<file path="src/rtl/uart_pkg.sv">
// Shared UART definitions: FSM state encodings and default bit timing,
// common to the transmitter and the receiver.
package uart_pkg;

   localparam int BASE_FREQ            = 50_000_000;
   localparam int BAUDRATE             = 115_200;
   localparam int CLKS_PER_BIT_DEFAULT = BASE_FREQ / BAUDRATE;

   localparam logic [1:0] IDLE  = 2'd0;
   localparam logic [1:0] START = 2'd1;
   localparam logic [1:0] DATA  = 2'd2;
   localparam logic [1:0] STOP  = 2'd3;

endpackage

</file>
<file path="src/rtl/uart_bit_timer.sv">
// Bit-period counter: pulses bit_end_o on the last clock of every bit period
// while enabled; held at zero while cleared.
module uart_bit_timer #(
   parameter int CLKS_PER_BIT = 434,
   parameter int CTR_WIDTH    = $clog2(CLKS_PER_BIT)
) (
   input  logic clk_i,
   input  logic rst_ni,
   input  logic clear_i,
   input  logic enable_i,
   output logic bit_end_o
);

   localparam logic [CTR_WIDTH-1:0] LAST = CTR_WIDTH'(CLKS_PER_BIT - 1);

   logic [CTR_WIDTH-1:0] clk_ctr_q, clk_ctr_d;

   assign bit_end_o = enable_i && (clk_ctr_q == LAST);

   always_comb begin
      clk_ctr_d = clk_ctr_q;
      if (clear_i) begin
         clk_ctr_d = '0;
      end else if (enable_i) begin
         clk_ctr_d = bit_end_o ? '0 : clk_ctr_q + 1'b1;
      end
   end

   always_ff @(posedge clk_i or negedge rst_ni) begin
      if (!rst_ni) begin
         clk_ctr_q <= '0;
      end else begin
         clk_ctr_q <= clk_ctr_d;
      end
   end

endmodule

</file>
<file path="src/rtl/uart_transmitter.sv">
// UART transmitter: start bit, LSB-first data, stop bit(s), idle-high line,
// valid/ready input with a one-entry holding register for gapless frames.
module uart_transmitter
   import uart_pkg::*;
#(
   parameter int CLKS_PER_BIT = CLKS_PER_BIT_DEFAULT,
   parameter int DATA_BITS    = 8,
   parameter int STOP_BITS    = 1,
   parameter int CTR_WIDTH    = $clog2(CLKS_PER_BIT)
) (
   input  logic                 clk,
   input  logic                 rst,
   input  logic [DATA_BITS-1:0] tx_data,
   input  logic                 tx_valid,
   output logic                 tx_ready,
   output logic                 serial_data_out,
   output logic                 tx_busy,
   output logic                 tx_done
);

   localparam logic [2:0] LAST_BIT  = 3'(DATA_BITS - 1);
   localparam logic       LAST_STOP = 1'(STOP_BITS - 1);

   logic [1:0]           state_q, state_d;
   logic [DATA_BITS-1:0] shift_q, shift_d;
   logic [DATA_BITS-1:0] hold_q, hold_d;
   logic                 hold_full_q, hold_full_d;
   logic                 tx_q, tx_d;
   logic [2:0]           bit_idx_q, bit_idx_d;
   logic                 stop_idx_q, stop_idx_d;
   logic                 bit_end, accept, frame_end;
   logic [DATA_BITS-1:0] shifted;

   uart_bit_timer #(
      .CLKS_PER_BIT (CLKS_PER_BIT),
      .CTR_WIDTH    (CTR_WIDTH)
   ) u_bit_timer (
      .clk_i     (clk),
      .rst_ni    (rst),
      .clear_i   (state_q == IDLE),
      .enable_i  (state_q != IDLE),
      .bit_end_o (bit_end)
   );

   assign accept          = tx_valid && !hold_full_q;
   assign frame_end       = (state_q == STOP) && bit_end && (stop_idx_q == LAST_STOP);
   assign shifted         = shift_q >> 1;
   assign tx_ready        = !hold_full_q;
   assign tx_busy         = (state_q != IDLE);
   assign tx_done         = frame_end;
   assign serial_data_out = tx_q;

   always_comb begin
      state_d     = state_q;
      shift_d     = shift_q;
      hold_d      = hold_q;
      hold_full_d = hold_full_q;
      tx_d        = tx_q;
      bit_idx_d   = bit_idx_q;
      stop_idx_d  = stop_idx_q;
      unique case (state_q)
         IDLE: begin
            if (accept) begin
               shift_d = tx_data;
               tx_d    = 1'b0;
               state_d = START;
            end
         end
         START: begin
            if (bit_end) begin
               tx_d      = shift_q[0];
               bit_idx_d = '0;
               state_d   = DATA;
            end
         end
         DATA: begin
            if (bit_end) begin
               if (bit_idx_q == LAST_BIT) begin
                  tx_d       = 1'b1;
                  stop_idx_d = 1'b0;
                  state_d    = STOP;
               end else begin
                  shift_d   = shifted;
                  tx_d      = shifted[0];
                  bit_idx_d = bit_idx_q + 3'd1;
               end
            end
         end
         STOP: begin
            if (bit_end) begin
               if (stop_idx_q != LAST_STOP) begin
                  stop_idx_d = 1'b1;
               end else if (hold_full_q) begin
                  // Chain straight into the next start bit from the holding register.
                  shift_d     = hold_q;
                  hold_full_d = 1'b0;
                  tx_d        = 1'b0;
                  state_d     = START;
               end else if (accept) begin
                  shift_d = tx_data;
                  tx_d    = 1'b0;
                  state_d = START;
               end else begin
                  state_d = IDLE;
               end
            end
         end
         default: state_d = IDLE;
      endcase
      // A byte accepted mid-frame parks in the holding register.
      if ((state_q != IDLE) && accept && !frame_end) begin
         hold_d      = tx_data;
         hold_full_d = 1'b1;
      end
   end

   always_ff @(posedge clk or negedge rst) begin
      if (!rst) begin
         state_q     <= IDLE;
         hold_full_q <= 1'b0;
         tx_q        <= 1'b1;
         bit_idx_q   <= '0;
         stop_idx_q  <= 1'b0;
      end else begin
         state_q     <= state_d;
         hold_full_q <= hold_full_d;
         tx_q        <= tx_d;
         bit_idx_q   <= bit_idx_d;
         stop_idx_q  <= stop_idx_d;
      end
   end

   always_ff @(posedge clk) begin
      shift_q <= shift_d;
      hold_q  <= hold_d;
   end

endmodule

</file>
<file path="config.mk">
export PLATFORM = sky130hd
export DESIGN_NAME = uart_transmitter
export DESIGN_NICKNAME = d
export VERILOG_FILES = /design/src/rtl/uart_pkg.sv /design/src/rtl/uart_bit_timer.sv /design/src/rtl/uart_transmitter.sv
export SDC_FILE = /design/constraint.sdc
export NUM_CORES = 1
export LEC_CHECK = 0
export BUFFER_PORTS_ARGS = -buffer_cell sky130_fd_sc_hd__buf_2
export CORE_UTILIZATION = 30
export CTS_CLUSTER_SIZE = 8
export DETAILED_ROUTE_END_ITERATION = 16
export SYNTH_ARGS = -nofsm -noshare
export SYNTH_HDL_FRONTEND = slang
export SYNTH_SLANG_ARGS = --single-unit
</file>
<file path="constraint.sdc">
create_clock -name clk -period 8.3 [get_ports clk]
set_clock_uncertainty 0.2 [all_clocks]
set_input_delay 1.245 -clock clk [delete_from_list [all_inputs] [get_ports clk]]
set_output_delay 1.245 -clock clk [all_outputs]
set_load 0.01 [all_outputs]
</file>
==> results of run 1 <==
-- Yosys cell counts, drive strengths merged (2+ instances only) --
cell    count  area [um^2]
o21ai      12         63.8
nor2       14         52.6
nor2b       3         18.8
a21oi      12         60.1
a221o       8         80.1
clkbuf      4         15.0
inv         5         18.8
or2         2         12.5
dfrtp      15          375
xnor2       2         17.5
mux2i       8         80.1
nand2      24         90.1
and3        6         37.5
nor3        2         21.3
buf         6         42.5
xor2        5         43.8
a211o       2         17.5
edfxtp     16          480
ha         10          125
nand3       2         10.0
and2        2         12.5
nand4       3         18.8
-- layer usage --
layer  part of all wire (%)  wire (um)  GRT usage [%]  vias to the layer above
met1                     50       1840           18.3                      629
met2                     44       1620           19.0                       35
met5                      0          0              0                        -
met3                    4.7        176           3.20                        6
li1                       -          -              -                      656
met4                    2.0         76           6.61                        0
-- per-stage QoR --
stage	hold slack [ns]	cells	setup slack (ns)
2_1_floorplan	0.278	176	5.35
3_3_place_gp	0.301	256	4.96
3_5_place_dp	0.309	256	4.85
4_1_cts	0.326	264	4.63
5_1_grt	0.355	264	4.45
6_report	0.322	264	4.67
-- cell families after synthesis --
kind of cell               synth area share, %
muxes                                     5.01
AOI/OAI and AO/OA                         14.9
DFF                                       48.4
buffers and inverters                     4.19
adders and majority gates                 6.86
and+or+nand+nor                           17.3
xor gates and xnor gates                  3.36
-- sequential cells by signal, indices dropped and copies added (netlist names) --
register,flops
state_q,2
u_bit_timer.clk_ctr_q,9
shift_q,8
bit_idx_q,3
hold_q,8
serial_data_out,1
hold_full_q,1
-- worst max-delay path, stage by stage, from the launching register on --
cell      delay (ns)
dfrtp_1         0.43
inv_1           0.12
ha_1            0.28
nand4b_1        0.26
nor3_4          0.42
and2_1          0.25
buf_2           0.15
-- final timing paths --
check                              from         endpoint  slack (ns)  depth (start not counted)
min in group asynchronous           rst      hold_full_q        0.66                          1
max in group asynchronous           rst  serial_data_out        6.93                          1
setup / recovery             state_q[0]          tx_done        4.67                          6
hold reg to reg            bit_idx_q[2]     bit_idx_q[2]        0.32                          1
setup reg to reg             state_q[0]        hold_q[5]        5.38                          6
hold / removal             bit_idx_q[2]     bit_idx_q[2]        0.32                          1
-- cell type report --
| cell class | instances | area (um^2) | share of cell area (%) |
|---|---|---|---|
| Clock buffer | 6 | 72.6 | 3.59 |
| Tap cell | 75 | 93.8 | 4.64 |
| Timing Repair Buffer | 15 | 77.6 | 3.84 |
| Clock inverter | 2 | 11.3 | 0.557 |
| Inverter | 5 | 18.8 | 0.929 |
| Sequential cell | 32 | 882 | 43.7 |
| Multi-Input combinational cell | 129 | 865 | 42.8 |
-- where the power goes --
| part | internal, mW | switching (mW) |
|---|---|---|
| clock | 0.0587 | 0.0574 |
| combinational | 0.00305 | 0.00447 |
| sequential | 0.166 | 0.000000000000000133 |
| total | 0.228 | 0.0618 |
==> results.json, run 1 <==
{
  "core_area_mm2": 0.00589,
  "dp_hpwl_mm": 2.57,
  "start_util_pct": 31.0,
  "status": "completed",
  "chipWidth_um": 80.0,
  "slew_violations": 0,
  "tritoncts": "yes",
  "syn_area_mm2": 0.00182,
  "worstPathMaxFanout": 12,
  "grt_pass1_wl_mm": 6.31,
  "cts_buffers": 5,
  "fmax_mhz": 276,
  "io_pins": 15,
  "p_leak_nw": 0.896,
  "stdcell_area_mm2": 0.00202,
  "antenna_found_initial": 0,
  "drt-total-wl_mm": 3.71,
  "cts.sinks": 32,
  "dpl-instance-area_mm2": 0.00194,
  "final_nets": 209,
  "startpoint_type": "register",
  "htree_levels": 2,
  "critPathArrivalTime_ns": 2.18,
  "ys_seq_elements": 32,
  "synth-edff-count": 16,
  "groute.usage.overall_pct": 13.2,
  "vias": 1326,
  "drtPass1Iterations": 4,
  "grt_max_degree": 20,
  "crit_type": "register to output port",
  "syn-num-nets": 197,
  "yosysSeqAreaShare_pct": 48.4,
  "final.min_clock_period_ns": 3.63,
  "dieArea_mm2": 0.00639,
  "cts_resized": 0,
  "ys.flop_type": "edfxtp_1",
  "layout_commonest_cell": "nand2_1",
  "cts_hold_buffers": 0,
  "die_h_um": 80.0,
  "netlist_instances": 176,
  "syn2layout_area_growth_pct": 10.8,
  "num_rows": 28,
  "drc_errors": 0,
  "overflow": 0,
  "maxCapViolations": 0,
  "post_cts_buffers": 0,
  "gp_congestion": 0.770,
  "ir_drop_v": 0.0000815,
  "slew_headroom_pct": 13.7,
  "async_flop_share_pct": 50.0,
  "syn_avg_cell_area_um2": 10.4,
  "path_clk_slew_ns": 0.06,
  "via_per_inst": 5.02,
  "hold_viol": 0,
  "setup_viol": 0,
  "avgRoutedWirePerCell_um": 14.1,
  "clock-root-buffer": "clkbuf_8",
  "antenna_cells": 0,
  "worst_pin_slew_ns": 1.28,
  "first_iter_violations": 88,
  "crit_required_ns": 6.86,
  "synth_cell_types": 39,
  "powerDensity_mw_per_mm2": 143,
  "end_kind": "output port",
  "portBuffers": 14,
  "final_cell_mix": "nand2_1 (24), edfxtp_1 (16), dfrtp_1 (15)",
  "drtAntennaViolNets": 0,
  "hold_path_class": "register to register",
  "clk_path_buf_depth": 2,
  "layout-drive-gt1-share_pct": 15.9,
  "finalPower_mw": 0.290,
  "yosysWarnings": 0,
  "nFillCells": 617,
  "grt_pass1_vias": 1296,
  "rsz0062_at_grt": "false",
  "clock_latency_ns": 0.29,
  "min_period_over_period_pct": 43.7,
  "setup_tns_ns": 0,
  "finalCoreUtilization_pct": 34.3
}
Note: power is estimated with default switching activity, not from simulation.
==> inputs of run 2 (changes only) <==
==> constraint.sdc (replaced) <==
create_clock -name clk -period 3.8 [get_ports clk]
set_clock_uncertainty 0.2 [all_clocks]
set_input_delay 0.57 -clock clk [delete_from_list [all_inputs] [get_ports clk]]
set_output_delay 0.57 -clock clk [all_outputs]
set_load 0.01 [all_outputs]
==> run 2 against run 1 <==
Net effect:
- register-to-register slack got worse by 4.1 ns
- cell count increased by 0.76%
- sequential share of layout area decreased by 0.72 points
- via count increased by 0.53%
- critical endpoint unchanged
- setup slack got worse by 3.8 ns
==> results.json, run 2 (synthesized netlist as in run 1, its figures left out) <==
{
  "cts.sinks": 32,
  "slew_violations": 0,
  "gp_congestion": 0.749,
  "cts_hold_buffers": 1,
  "io_pins": 15,
  "start_util_pct": 31.0,
  "clk_path_buf_depth": 2,
  "drc_errors": 0,
  "grt_max_degree": 20,
  "worst_pin_slew_ns": 0.715,
  "final_nets": 211,
  "cts_buffers": 5,
  "syn2layout_area_growth_pct": 12.7,
  "final.min_clock_period_ns": 2.93,
  "crit_type": "register to output port",
  "setup_ws_ns": 0.872,
  "hold_path_class": "input pin to register",
  "dieArea_mm2": 0.00639,
  "maxCapViolations": 0,
  "overflow": 0,
  "drtPass1Iterations": 4,
  "dp_hpwl_mm": 2.54,
  "largest_reg_flops": 9,
  "via_per_inst": 5.01,
  "dpl-instance-area_mm2": 0.00194,
  "final_cell_mix": "nand2_1 (24), edfxtp_1 (16), dfrtp_1 (15)",
  "drtAntennaViolNets": 0,
  "cts_resized": 0,
  "status": "completed",
  "num_rows": 28,
  "layout_commonest_cell": "nand2_1",
  "ir_drop_v": 0.000147,
  "die_h_um": 80.0,
  "antenna_cells": 0,
  "grt_pass1_vias": 1337,
  "crit_required_ns": 3.03,
  "clock_latency_ns": 0.29,
  "stdcell_area_mm2": 0.00205,
  "antenna_found_initial": 0,
  "layout-drive-gt1-share_pct": 16.2,
  "place_ws_ns": 1.18,
  "chipWidth_um": 80.0,
  "core_area_mm2": 0.00589,
  "vias": 1333,
  "first_iter_violations": 106,
  "avgRoutedWirePerCell_um": 14.2,
  "hold_viol": 0,
  "worstPathMaxFanout": 12,
  "reg_top3": "u_bit_timer.clk_ctr_q (9), hold_q (8), shift_q (8)",
  "startpoint_type": "register",
  "groute.usage.overall_pct": 13.0,
  "setup_tns_ns": 0,
  "grt_pass1_wl_mm": 6.40,
  "fmax_mhz": 342,
  "drt-total-wl_mm": 3.77,
  "p_leak_nw": 0.911,
  "setup_viol": 0,
  "tritoncts": "yes",
  "htree_levels": 2,
  "slew_headroom_pct": 52.2,
  "portBuffers": 14,
  "path_clk_slew_ns": 0.07,
  "post_cts_buffers": 0,
  "clock-root-buffer": "clkbuf_8",
  "largest_register": "u_bit_timer.clk_ctr_q",
  "min_period_over_period_pct": 77.0,
  "rsz0062_at_grt": "false",
  "critPathArrivalTime_ns": 2.16,
  "end_kind": "output port",
  "powerDensity_mw_per_mm2": 326
}
## run 2: worst max-delay path: stages, from the launching register on
cell,delay (ns)
dfrtp_1,0.42
inv_1,0.12
ha_1,0.28
nand4b_1,0.25
nor3_4,0.41
and2_1,0.25
buf_2,0.15
## run 2: stage by stage
step | utilization (%) | total power [mW] | hold slack, ns | cells
after floorplan | - | 0.376 | 0.0744 | 176
after global placement | 33.0 | 0.387 | 0.305 | 257
after detailed placement | 33.0 | 0.387 | 0.307 | 257
after CTS | 34.9 | 0.681 | 0.282 | 266
after global routing | 34.9 | 0.694 | 0.285 | 266
final | 34.9 | 0.670 | 0.287 | 266
## run 2: final timing paths
check | start | to | slack [ns] | cells after the start
worst max register to register | state_q[0] | shift_q[5] | 1.32 | 7
max in group asynchronous | rst | serial_data_out | 2.56 | 2
min in group asynchronous | rst | u_bit_timer.clk_ctr_q[1] | 0.53 | 2
worst min-delay path | tx_data[4] | hold_q[4] | 0.29 | 1
worst min register to register | bit_idx_q[2] | bit_idx_q[2] | 0.32 | 1
worst max-delay path | state_q[0] | tx_done | 0.87 | 6
## run 2: final cells by class
cell class | count | area (um^2)
Inverter | 5 | 18.8
Timing Repair Buffer | 17 | 95.1
Clock buffer | 8 | 100
Multi-Input combinational cell | 129 | 865
Fill cell | 606 | 3830
Tap cell | 75 | 93.8
Sequential cell | 32 | 882
## run 2: power breakdown
part | internal, mW | switching (mW)
combinational | 0.00735 | 0.0103
clock | 0.165 | 0.124
sequential | 0.363 | 0.000000000000000291
total | 0.535 | 0.135
## run 2: routing by layer
layer  wire length [um]  global-route usage (%)
met2               1710                    20.0
met4                 65                    5.36
met1               1880                    17.6
met3                114                    2.74
met5                  0                       0
==> inputs of run 3 (changes only) <==
--- a/config.mk
+++ b/config.mk
@@ -5,6 +5,7 @@
 export SDC_FILE = /design/constraint.sdc
 export NUM_CORES = 1
 export LEC_CHECK = 0
+export ABC_AREA = 1
 export BUFFER_PORTS_ARGS = -buffer_cell sky130_fd_sc_hd__buf_2
 export CORE_UTILIZATION = 30
 export CTS_CLUSTER_SIZE = 8
==> constraint.sdc (replaced) <==
create_clock -name clk -period 2.35 [get_ports clk]
set_clock_uncertainty 0.2 [all_clocks]
set_input_delay 0.3525 -clock clk [delete_from_list [all_inputs] [get_ports clk]]
set_output_delay 0.3525 -clock clk [all_outputs]
set_load 0.01 [all_outputs]
==> run 3 against run 2 <==
Net effect:
- non-clock buffer count shrank 1
- sequential cell count is the same
- routed wire length shrank 15%
- combinational power grew to 51 times the previous value
- utilization grew 1.1 points
- via count shrank 2.3%
- worst hold slack lost 0.23 ns
==> results.json, run 3 <==
{
  "async_flop_share_pct": 50.0,
  "num_rows": 27,
  "grt_pass1_wl_mm": 5.78,
  "groute.usage.overall_pct": 12.6,
  "antenna_found_initial": 0,
  "final_nets": 228,
  "clock_latency_ns": 0.28,
  "setup_viol": 0,
  "path_clk_slew_ns": 0.07,
  "timing.hold.ws_ns": 0.0547,
  "rsz0062_at_grt": "false",
  "synth_cell_types": 29,
  "clk_path_buf_depth": 2,
  "avgRoutedWirePerCell_um": 11.5,
  "drc_errors": 0,
  "netlist_instances": 188,
  "yosys-top-cells-count": "nand2_1 (37), nand3_1 (19), inv_1 (18)",
  "powerDensity_mw_per_mm2": 1150,
  "crit_required_ns": 1.80,
  "startpoint_type": "register",
  "tritoncts": "yes",
  "clock-root-buffer": "clkbuf_8",
  "grt_pass1_vias": 1310,
  "slew_violations": 0,
  "r2r_setup_slack_ns": 0.30,
  "ys.flop_type": "edfxtp_1",
  "fmax_mhz": 458,
  "hold_viol": 0,
  "maxCapViolations": 0,
  "critPathArrivalTime_ns": 1.63,
  "die_h_um": 77.8,
  "dieArea_mm2": 0.00606,
  "hold_start": "tx_data[7]",
  "htree_levels": 2,
  "yosysWarnings": 0,
  "end_kind": "output port",
  "hold_path_end": "hold_q[7]",
  "hold-path-cell-count": 1,
  "first_iter_violations": 38,
  "layout_commonest_cell": "nand2_1",
  "synth-edff-count": 16,
  "synth_most_common_cell": "nand2_1",
  "crit_type": "register to output port",
  "syn_area_mm2": 0.00173,
  "vias": 1303,
  "layout-drive-gt1-share_pct": 21.2,
  "antenna_cells": 0,
  "worst_pin_slew_ns": 0.475,
  "cts.sinks": 32,
  "core_area_mm2": 0.00554,
  "ys_seq_elements": 32,
  "largest_reg_flops": 9,
  "setup_ws_ns": 0.168,
  "min_period_over_period_pct": 92.8,
  "syn-num-nets": 209,
  "status": "completed",
  "setup_tns_ns": 0,
  "largest_register": "u_bit_timer.clk_ctr_q",
  "grt_max_degree": 17,
  "slew_headroom_pct": 68.3,
  "drt-total-wl_mm": 3.21,
  "cts_buffers": 5,
  "portBuffers": 14,
  "drtPass1Iterations": 4,
  "finalCoreUtilization_pct": 36.0,
  "syn2layout_area_growth_pct": 15.6,
  "dp_hpwl_mm": 2.43,
  "drtAntennaViolNets": 0,
  "ir_drop_v": 0.000294,
  "via_per_inst": 4.65,
  "place_ws_ns": 0.234,
  "reg2reg_from": "state_q[0]",
  "overflow": 0,
  "chipWidth_um": 77.8,
  "synth_area_leaders": "edfxtp_1 (28%), dfrtp_1 (22%), nand2_1 (8.0%)",
  "syn_avg_cell_area_um2": 9.18,
  "ff2ff_path_depth": 8,
  "worstPathMaxFanout": 8,
  "stdcell_count": 280,
  "synth_top_area_share_pct": 27.8,
  "p_leak_nw": 0.900,
  "reg2reg_to": "state_q[0]",
  "final_cell_mix": "nand2_1 (37), nand3_1 (19), inv_1 (18)",
  "final.min_clock_period_ns": 2.18,
  "yosys.area.top_type": "edfxtp_1",
  "dp_cells": 271,
  "yosysSeqAreaShare_pct": 51.1,
  "start_util_pct": 31.1,
  "hold_path_class": "input pin to register",
  "reg_top3": "u_bit_timer.clk_ctr_q (9), hold_q (8), shift_q (8)",
  "gp_congestion": 0.764,
  "io_pins": 15
}
==> run 3: cell types whose count changed after synthesis, moves of 5 or more <==
cell      delta
and3_1       -6
nand2_2      +5
nand2_1     +13
a21oi_1      -7
o211ai_1     +9
a221o_1      -8
inv_1       +13
nand3_1     +17
mux2i_1      -8
==> run 3: what timing repair did <==
item                                    CTS  global route
endpoints found under the setup margin    0             1
buffers inserted                          0             0
hold buffers                              1             0
hold endpoints to repair                 15             0
resized for setup                         0             3
==> run 3: how the worst max path moves through the flow <==
stage	start	to	slack, ns	depth (start not counted)
final	state_q[1]	tx_done	0.17	6
after global routing	state_q[1]	tx_done	0.03	6
after CTS	state_q[0]	tx_done	0.02	6
after detailed placement	state_q[0]	shift_q[4]	0.23	7
after global placement	state_q[0]	shift_q[4]	0.28	7
after floorplan	state_q[0]	shift_q[0]	0.44	7
==> run 3: cell type report <==
cell class	count	area (um^2)
clock buffer	6	72.6
clock inverter	2	35.0
fill	587	3550
inverter	23	87.6
multi-input combinational	129	738
sequential	32	883
tap	72	90.1
timing repair buffer	16	87.6
==> run 3: logic make-up after synthesis <==
group,Yosys count,synth area share [%]
xor gates and xnor gates,2,1.02
buffers and inverters,27,6.38
and+or+nand+nor,90,24.8
adders and majority gates,10,7.25
DFF,32,51.1
AOI/OAI and AO/OA,27,9.43
==> run 3: routing by layer <==
metal  GRT usage [%]  routed length [um]  up-vias
met3            3.29                 107       11
li1                -                   -      663
met5               0                   0        -
met1            15.8                1550      610
met2            19.1                1430       19
met4            7.92                 116        0
==> run 3: critical path, stage by stage (launching register included) <==
cell and delay (ns):
dfrtp_1 0.41, inv_1 0.13, ha_2 0.23, nor2_2 0.16
nand3_4 0.15, nor2_1 0.12, buf_2 0.14
==> run 3: through the flow <==
step	cell area (um^2)	power [mW]
after floorplan	1730	1.59
after global placement	1870	1.80
after detailed placement	1870	1.80
after CTS	1990	2.32
after global routing	1990	2.51
final	1990	2.30
==> run 3: report_power, final <==
part | internal (mW) | total [mW] | switching [mW] | leakage [nW]
clock | 0.314 | 0.509 | 0.195 | 0.0552
combinational | 0.325 | 0.903 | 0.578 | 0.485
sequential | 0.807 | 0.891 | 0.0848 | 0.360
